===== src/rtl/bram_port_ctrl.sv =====
// Request/response front end for a dual-port byte-enable block RAM.
// Writes pass straight through. Reads are credit-limited into a 2-entry in-order response buffer.
module bram_port_ctrl #(
    parameter int unsigned ADDR_WIDTH = 10,
    parameter int unsigned DATA_WIDTH = 32,
    parameter int unsigned BE_WIDTH   = DATA_WIDTH / 8
) (
    input  logic                  clk,
    input  logic                  rst_n,
    input  logic                  wr_valid,
    output logic                  wr_ready,
    input  logic [ADDR_WIDTH-1:0] wr_addr,
    input  logic [DATA_WIDTH-1:0] wr_data,
    input  logic [BE_WIDTH-1:0]   wr_be,
    input  logic                  rd_valid,
    output logic                  rd_ready,
    input  logic [ADDR_WIDTH-1:0] rd_addr,
    output logic                  rsp_valid,
    input  logic                  rsp_ready,
    output logic [DATA_WIDTH-1:0] rsp_data,
    output logic [DATA_WIDTH-1:0] ram_di,
    output logic [ADDR_WIDTH-1:0] ram_wr_addr,
    output logic [BE_WIDTH-1:0]   ram_be,
    output logic                  ram_we,
    output logic [ADDR_WIDTH-1:0] ram_rd_addr,
    output logic                  ram_re,
    input  logic [DATA_WIDTH-1:0] ram_do
);

    logic                  inflight;
    logic [1:0]            count;
    logic [1:0]            count_nxt;
    logic                  wr_ptr;
    logic                  rd_ptr;
    logic [DATA_WIDTH-1:0] rsp_buf [2];

    logic                  pop;
    logic                  push;
    logic                  collision;
    logic [2:0]            occupancy;

    always_comb begin
        pop       = rsp_valid & rsp_ready;
        push      = inflight;
        // Slots committed after this edge: buffered + arriving - leaving.
        occupancy = {1'b0, count} + {2'b00, inflight} - {2'b00, pop};
        collision = wr_valid & rd_valid & (rd_addr == wr_addr);

        wr_ready    = rst_n;
        rd_ready    = rst_n & ~collision & (occupancy < 3'd2);

        ram_we      = wr_valid & wr_ready;
        ram_wr_addr = wr_addr;
        ram_di      = wr_data;
        ram_be      = wr_be;

        ram_re      = rd_valid & rd_ready;
        ram_rd_addr = rd_addr;

        rsp_data    = rsp_buf[rd_ptr];

        count_nxt = count;
        if (push && !pop) begin
            count_nxt = count + 2'd1;
        end else if (pop && !push) begin
            count_nxt = count - 2'd1;
        end
    end

    always_ff @(posedge clk or negedge rst_n) begin
        if (!rst_n) begin
            inflight  <= 1'b0;
            count     <= '0;
            wr_ptr    <= 1'b0;
            rd_ptr    <= 1'b0;
            rsp_valid <= 1'b0;
        end else begin
            inflight  <= ram_re;
            count     <= count_nxt;
            rsp_valid <= (count_nxt != 2'd0);
            if (push) begin
                wr_ptr <= ~wr_ptr;
            end
            if (pop) begin
                rd_ptr <= ~rd_ptr;
            end
        end
    end

    // Buffer storage is not reset; occupancy alone decides what is valid.
    always_ff @(posedge clk) begin
        if (push) begin
            rsp_buf[wr_ptr] <= ram_do;
        end
    end

endmodule


===== config.mk =====
export PLATFORM = sky130hd
export DESIGN_NAME = bram_port_ctrl
export DESIGN_NICKNAME = d
export VERILOG_FILES = /design/src/rtl/bram_port_ctrl.sv
export SDC_FILE = /design/constraint.sdc
export NUM_CORES = 1
export LEC_CHECK = 0
export CORE_ASPECT_RATIO = 0.7
export CORE_MARGIN = 5
export CORE_UTILIZATION = 39
export CTS_BUF_LIST = sky130_fd_sc_hd__clkbuf_4 sky130_fd_sc_hd__clkbuf_8
export CTS_CLUSTER_SIZE = 30
export DETAILED_ROUTE_END_ITERATION = 8
export HOLD_SLACK_MARGIN = 0.12
export PLACE_DENSITY = 0.81
export SLEW_MARGIN = 20
export SYNTH_ARGS = -nofsm -noshare
export SYNTH_HDL_FRONTEND = slang
export SYNTH_SLANG_ARGS = --single-unit

===== constraint.sdc =====
create_clock -name clk -period 2.6 [get_ports clk]
set_input_delay 0.52 -clock clk [delete_from_list [all_inputs] [get_ports clk]]
set_output_delay 0.52 -clock clk [all_outputs]
set_load 0.005 [all_outputs]

==> metrics.txt <==
# TYPE chip_impl_metric gauge
chip_impl_metric{name="post_synthesis_cell_area",unit="mm^2"} 0.003146
chip_impl_metric{name="totalPowerFinal",unit="mW"} 3.825
chip_impl_metric{name="postSynthCellCount",unit=""} 198
chip_impl_metric{name="dp_hpwl",unit="um"} 4615
chip_impl_info{name="hp-class",value="input pin to async pin"} 1
chip_impl_metric{name="fillerInstances",unit=""} 668
chip_impl_metric{name="period_utilization_post_route",unit="%"} 107.6
chip_impl_metric{name="post_synth.cell_area_avg",unit="um^2"} 15.89
chip_impl_metric{name="hold_viol_final",unit=""} 0
chip_impl_metric{name="cts_inserted_buffers",unit=""} 9
chip_impl_metric{name="grt_start_max_net_pins",unit=""} 33
chip_impl_metric{name="placement_rows",unit=""} 27
chip_impl_metric{name="count_of_vias_placed_by_the_detailed_router",unit=""} 1749
chip_impl_info{name="tritoncts_clock_tree",value="built"} 1
chip_impl_metric{name="cts_htree_levels",unit=""} 3
chip_impl_metric{name="timing.critical_path.buf_inv",unit=""} 2
chip_impl_info{name="failing_checks",value="negative setup slack"} 1
chip_impl_metric{name="drt_drc_violations_left",unit=""} 0
chip_impl_metric{name="synth_sequential_area_ratio",unit="%"} 65.87
chip_impl_metric{name="track_usage",unit="%"} 13.29
chip_impl_metric{name="timing.reg2reg.worst_path_depth",unit=""} 9
chip_impl_metric{name="routed_wl",unit="um"} 6604
chip_impl_metric{name="total_congestion_overflow",unit=""} 0
chip_impl_metric{name="cts-hold-fix-buffers",unit=""} 0
chip_impl_metric{name="finClkSkew",unit="ps"} 7.089
chip_impl_metric{name="power_density",unit="mW/mm^2"} 878.3
chip_impl_metric{name="final_ant_viol_nets",unit=""} 0
chip_impl_metric{name="initial_cell_density_of_the_core",unit="%"} 39.96
chip_impl_info{name="cp_slowest_cell",value="sky130_fd_sc_hd__dfrtp_1"} 1
chip_impl_metric{name="clk_transition_reported_paths",unit="ps"} 70
chip_impl_metric{name="syn_nets",unit=""} 292
chip_impl_metric{name="synth_largest_type_area_fraction",unit="%"} 61.10
chip_impl_info{name="clk_root_buffer_cell",value="sky130_fd_sc_hd__clkbuf_8"} 1
chip_impl_metric{name="worst-endpoint-arrival",unit="ps"} 2280
chip_impl_metric{name="antennaDiodeCount",unit=""} 0
chip_impl_metric{name="setup_ws",unit="ps"} -197.5
chip_impl_metric{name="clock_latency",unit="ps"} 330
chip_impl_metric{name="final_core_utilization",unit="%"} 55.33
chip_impl_metric{name="layout-drive-gt1-share",unit="%"} 25.98
chip_impl_info{name="netlist_top_cells_area",value="sky130_fd_sc_hd__edfxtp_1 (61%), sky130_fd_sc_hd__buf_4 (14%), sky130_fd_sc_hd__mux2_2 (11%), sky130_fd_sc_hd__dfrtp_1 (4.8%), sky130_fd_sc_hd__xnor2_1 (3.6%)"} 1
chip_impl_info{name="cp_top_family",value="simple AND/OR/NAND/NOR gates"} 1
chip_impl_info{name="layout_commonest_cell",value="sky130_fd_sc_hd__clkdlybuf4s50_1"} 1
chip_impl_metric{name="placeableCoreArea",unit="mm^2"} 0.007871
chip_impl_metric{name="transition_time_at_the_pin_with_the_least_slew_margin",unit="ps"} 841.1
chip_impl_metric{name="finalSetupViolCount",unit=""} 2
chip_impl_metric{name="cts.sinks",unit=""} 70
chip_impl_metric{name="synth_seq_cells",unit=""} 70
chip_impl_info{name="outcome",value="finished, violations left"} 1
chip_impl_metric{name="drtPass1Iterations",unit=""} 4
chip_impl_metric{name="dr.first_iter.drc_count",unit=""} 28
chip_impl_metric{name="yosysUniqueCellTypes",unit=""} 20
chip_impl_metric{name="period_minus_slack",unit="ps"} 2798
chip_impl_info{name="rsz0062_at_grt",value="yes"} 1
chip_impl_metric{name="io_pins",unit=""} 186
chip_impl_metric{name="relative_slew_slack",unit="%"} 43.93
chip_impl_info{name="synth.largest_area_cell",value="sky130_fd_sc_hd__edfxtp_1"} 1
chip_impl_metric{name="detailed_route_wire_length_per_cell",unit="um"} 17.29
chip_impl_metric{name="multi_input_gate_area_in_the_final_layout",unit="um^2"} 678.2
chip_impl_metric{name="cp_num_cells",unit=""} 9
chip_impl_metric{name="max-clock-path-buffers",unit=""} 2
chip_impl_info{name="critical_path.cell_chain",value="nand2_2 -> xor2_1 -> or2b_1 -> fa_2 -> xnor2_2 -> nand3_2 -> buf_6 -> nor3b_4 -> buf_2"} 1
chip_impl_info{name="end_kind",value="output port"} 1
chip_impl_metric{name="antenna_violations_before_repair",unit=""} 0
chip_impl_metric{name="first_global_vias",unit=""} 2009
chip_impl_metric{name="max_freq",unit="GHz"} 0.3575
chip_impl_metric{name="maxCapViolCount",unit=""} 0
chip_impl_metric{name="seqCellArea",unit="mm^2"} 0.002072
chip_impl_metric{name="power.ir.vdd_worst",unit="mV"} 0.3975
chip_impl_metric{name="portBuffers",unit=""} 113
chip_impl_info{name="worstSetupStartpointType",value="register"} 1
chip_impl_metric{name="die_h",unit="um"} 85.14
chip_impl_metric{name="yosysWarningCount",unit=""} 0
chip_impl_metric{name="finalMaxSlewViolations",unit=""} 0
chip_impl_metric{name="worst-endpoint-required",unit="ps"} 2080
chip_impl_info{name="crit_type",value="register to output port"} 1
chip_impl_metric{name="critical_path.max_fanout",unit=""} 2
chip_impl_metric{name="nets",unit=""} 370
chip_impl_metric{name="design.die.area",unit="mm^2"} 0.009990
chip_impl_metric{name="cp_slowest_stage_delay",unit="ps"} 360
chip_impl_metric{name="die_width",unit="um"} 117.3
chip_impl_metric{name="globalplace.congestion",unit=""} 0.7514
chip_impl_metric{name="layout-area-overhead-vs-synth",unit="%"} 38.46
chip_impl_metric{name="grt_pass1_wl",unit="um"} 10240
chip_impl_metric{name="routed_via_density",unit=""} 4.579
chip_impl_metric{name="cellLeakagePower",unit="nW"} 1.517
chip_impl_info{name="most_used_cells_in_the_layout_excluding_fill_and_tap_cells",value="sky130_fd_sc_hd__clkdlybuf4s50_1 (110), sky130_fd_sc_hd__edfxtp_1 (64), sky130_fd_sc_hd__mux2_2 (32), sky130_fd_sc_hd__buf_4 (14), sky130_fd_sc_hd__xnor2_1 (12)"} 1
-- per-layer routing --
layer / up-vias / GRT usage, % / wire [um]
li1: 808 / - / -
met1: 827 / 13.52 / 2507
met2: 89 / 23.56 / 3401
met3: 25 / 6.929 / 552
met4: 0 / 4.636 / 143
met5: - / 0 / 0
-- stage by stage --
step | TNS [ps] | worst slack [ps] | hold WS [ps] | area [um^2] | std cells
global route | -475.7 | -300.7 | 544.6 | 4355 | 382
global placement | -1385 | -780.0 | 519.1 | 4046 | 362
finish | -295.4 | -197.5 | 534.7 | 4355 | 382
CTS | -262.7 | -184.0 | 504.5 | 4328 | 380
detailed placement | -1470 | -800.1 | 528.8 | 4046 | 362
floorplan | 0 | 213.7 | 224.4 | 3146 | 198
-- final timing paths --
path | start | to | slack [ps]
worst max-delay path | rsp_valid | ram_re | -200
worst min-delay path | rst_n | rsp_valid | 530
worst min register to register | wr_ptr | wr_ptr | 540
worst max register to register | rsp_valid | inflight | 620
min in group clk | wr_ptr | wr_ptr | 540
max in group asynchronous | rst_n | rd_ptr | 1940
-- worst reg2reg max path, delay by kind of cell, from the launching register on --
| kind | cells | cell delay [ps] |
|---|---|---|
| DFF | 1 | 360 |
| xor gates and xnor gates | 2 | 340 |
| buffers and inverters | 2 | 270 |
| adders and majority gates | 1 | 360 |
| and+or+nand+nor | 4 | 600 |
-- state kept, by name, indices dropped and copies added (netlist names) --
| signal | flops |
|---|---|
| inflight | 1 |
| rsp_buf | 64 |
| rd_ptr | 1 |
| wr_ptr | 1 |
| rsp_valid | 1 |
| count | 2 |
-- power by group --
group          switching [mW]  internal [mW]
sequential             0.0632           1.41
combinational           0.502          0.812
clock                   0.394          0.646
-- final cells by class --
class,instances,share of cell area (%)
Clock buffer,10,3.016
Clock inverter,6,2.528
Multi-Input combinational cell,67,15.57
Sequential cell,70,47.57
Tap cell,101,2.901
Timing Repair Buffer,128,28.41
-- cell usage after synthesis (all sizes together) --
cell type,count
edfxtp,64
or2,2
nor3b,1
buf,61
or2b,1
nor2b,1
mux2,32
mux2i,1
xnor2,13
nand3,3
fa,1
dfrtp,6
nor4,1
xor2,3
nand4,1
and2,2
nand2,3
nor2,2
-- repair_timing --
item,4_1_cts,5_1_grt
setup buffers,2,2
pin swaps,6,4
setup endpoints to repair,2,2
gates resized for setup,14,5
-- kinds of logic after synthesis --
group                    Yosys count  share of synthesized area [%]
multiplexers                      33                          11.77
adder cells (fa/ha/maj)            1                         0.6365
buffers and inverters             61                          14.24
AND/OR/NAND/NOR                   17                          3.024
XOR/XNOR                          16                          4.455
flip-flops                        70                          65.87
(Power assumes the default switching activity.)
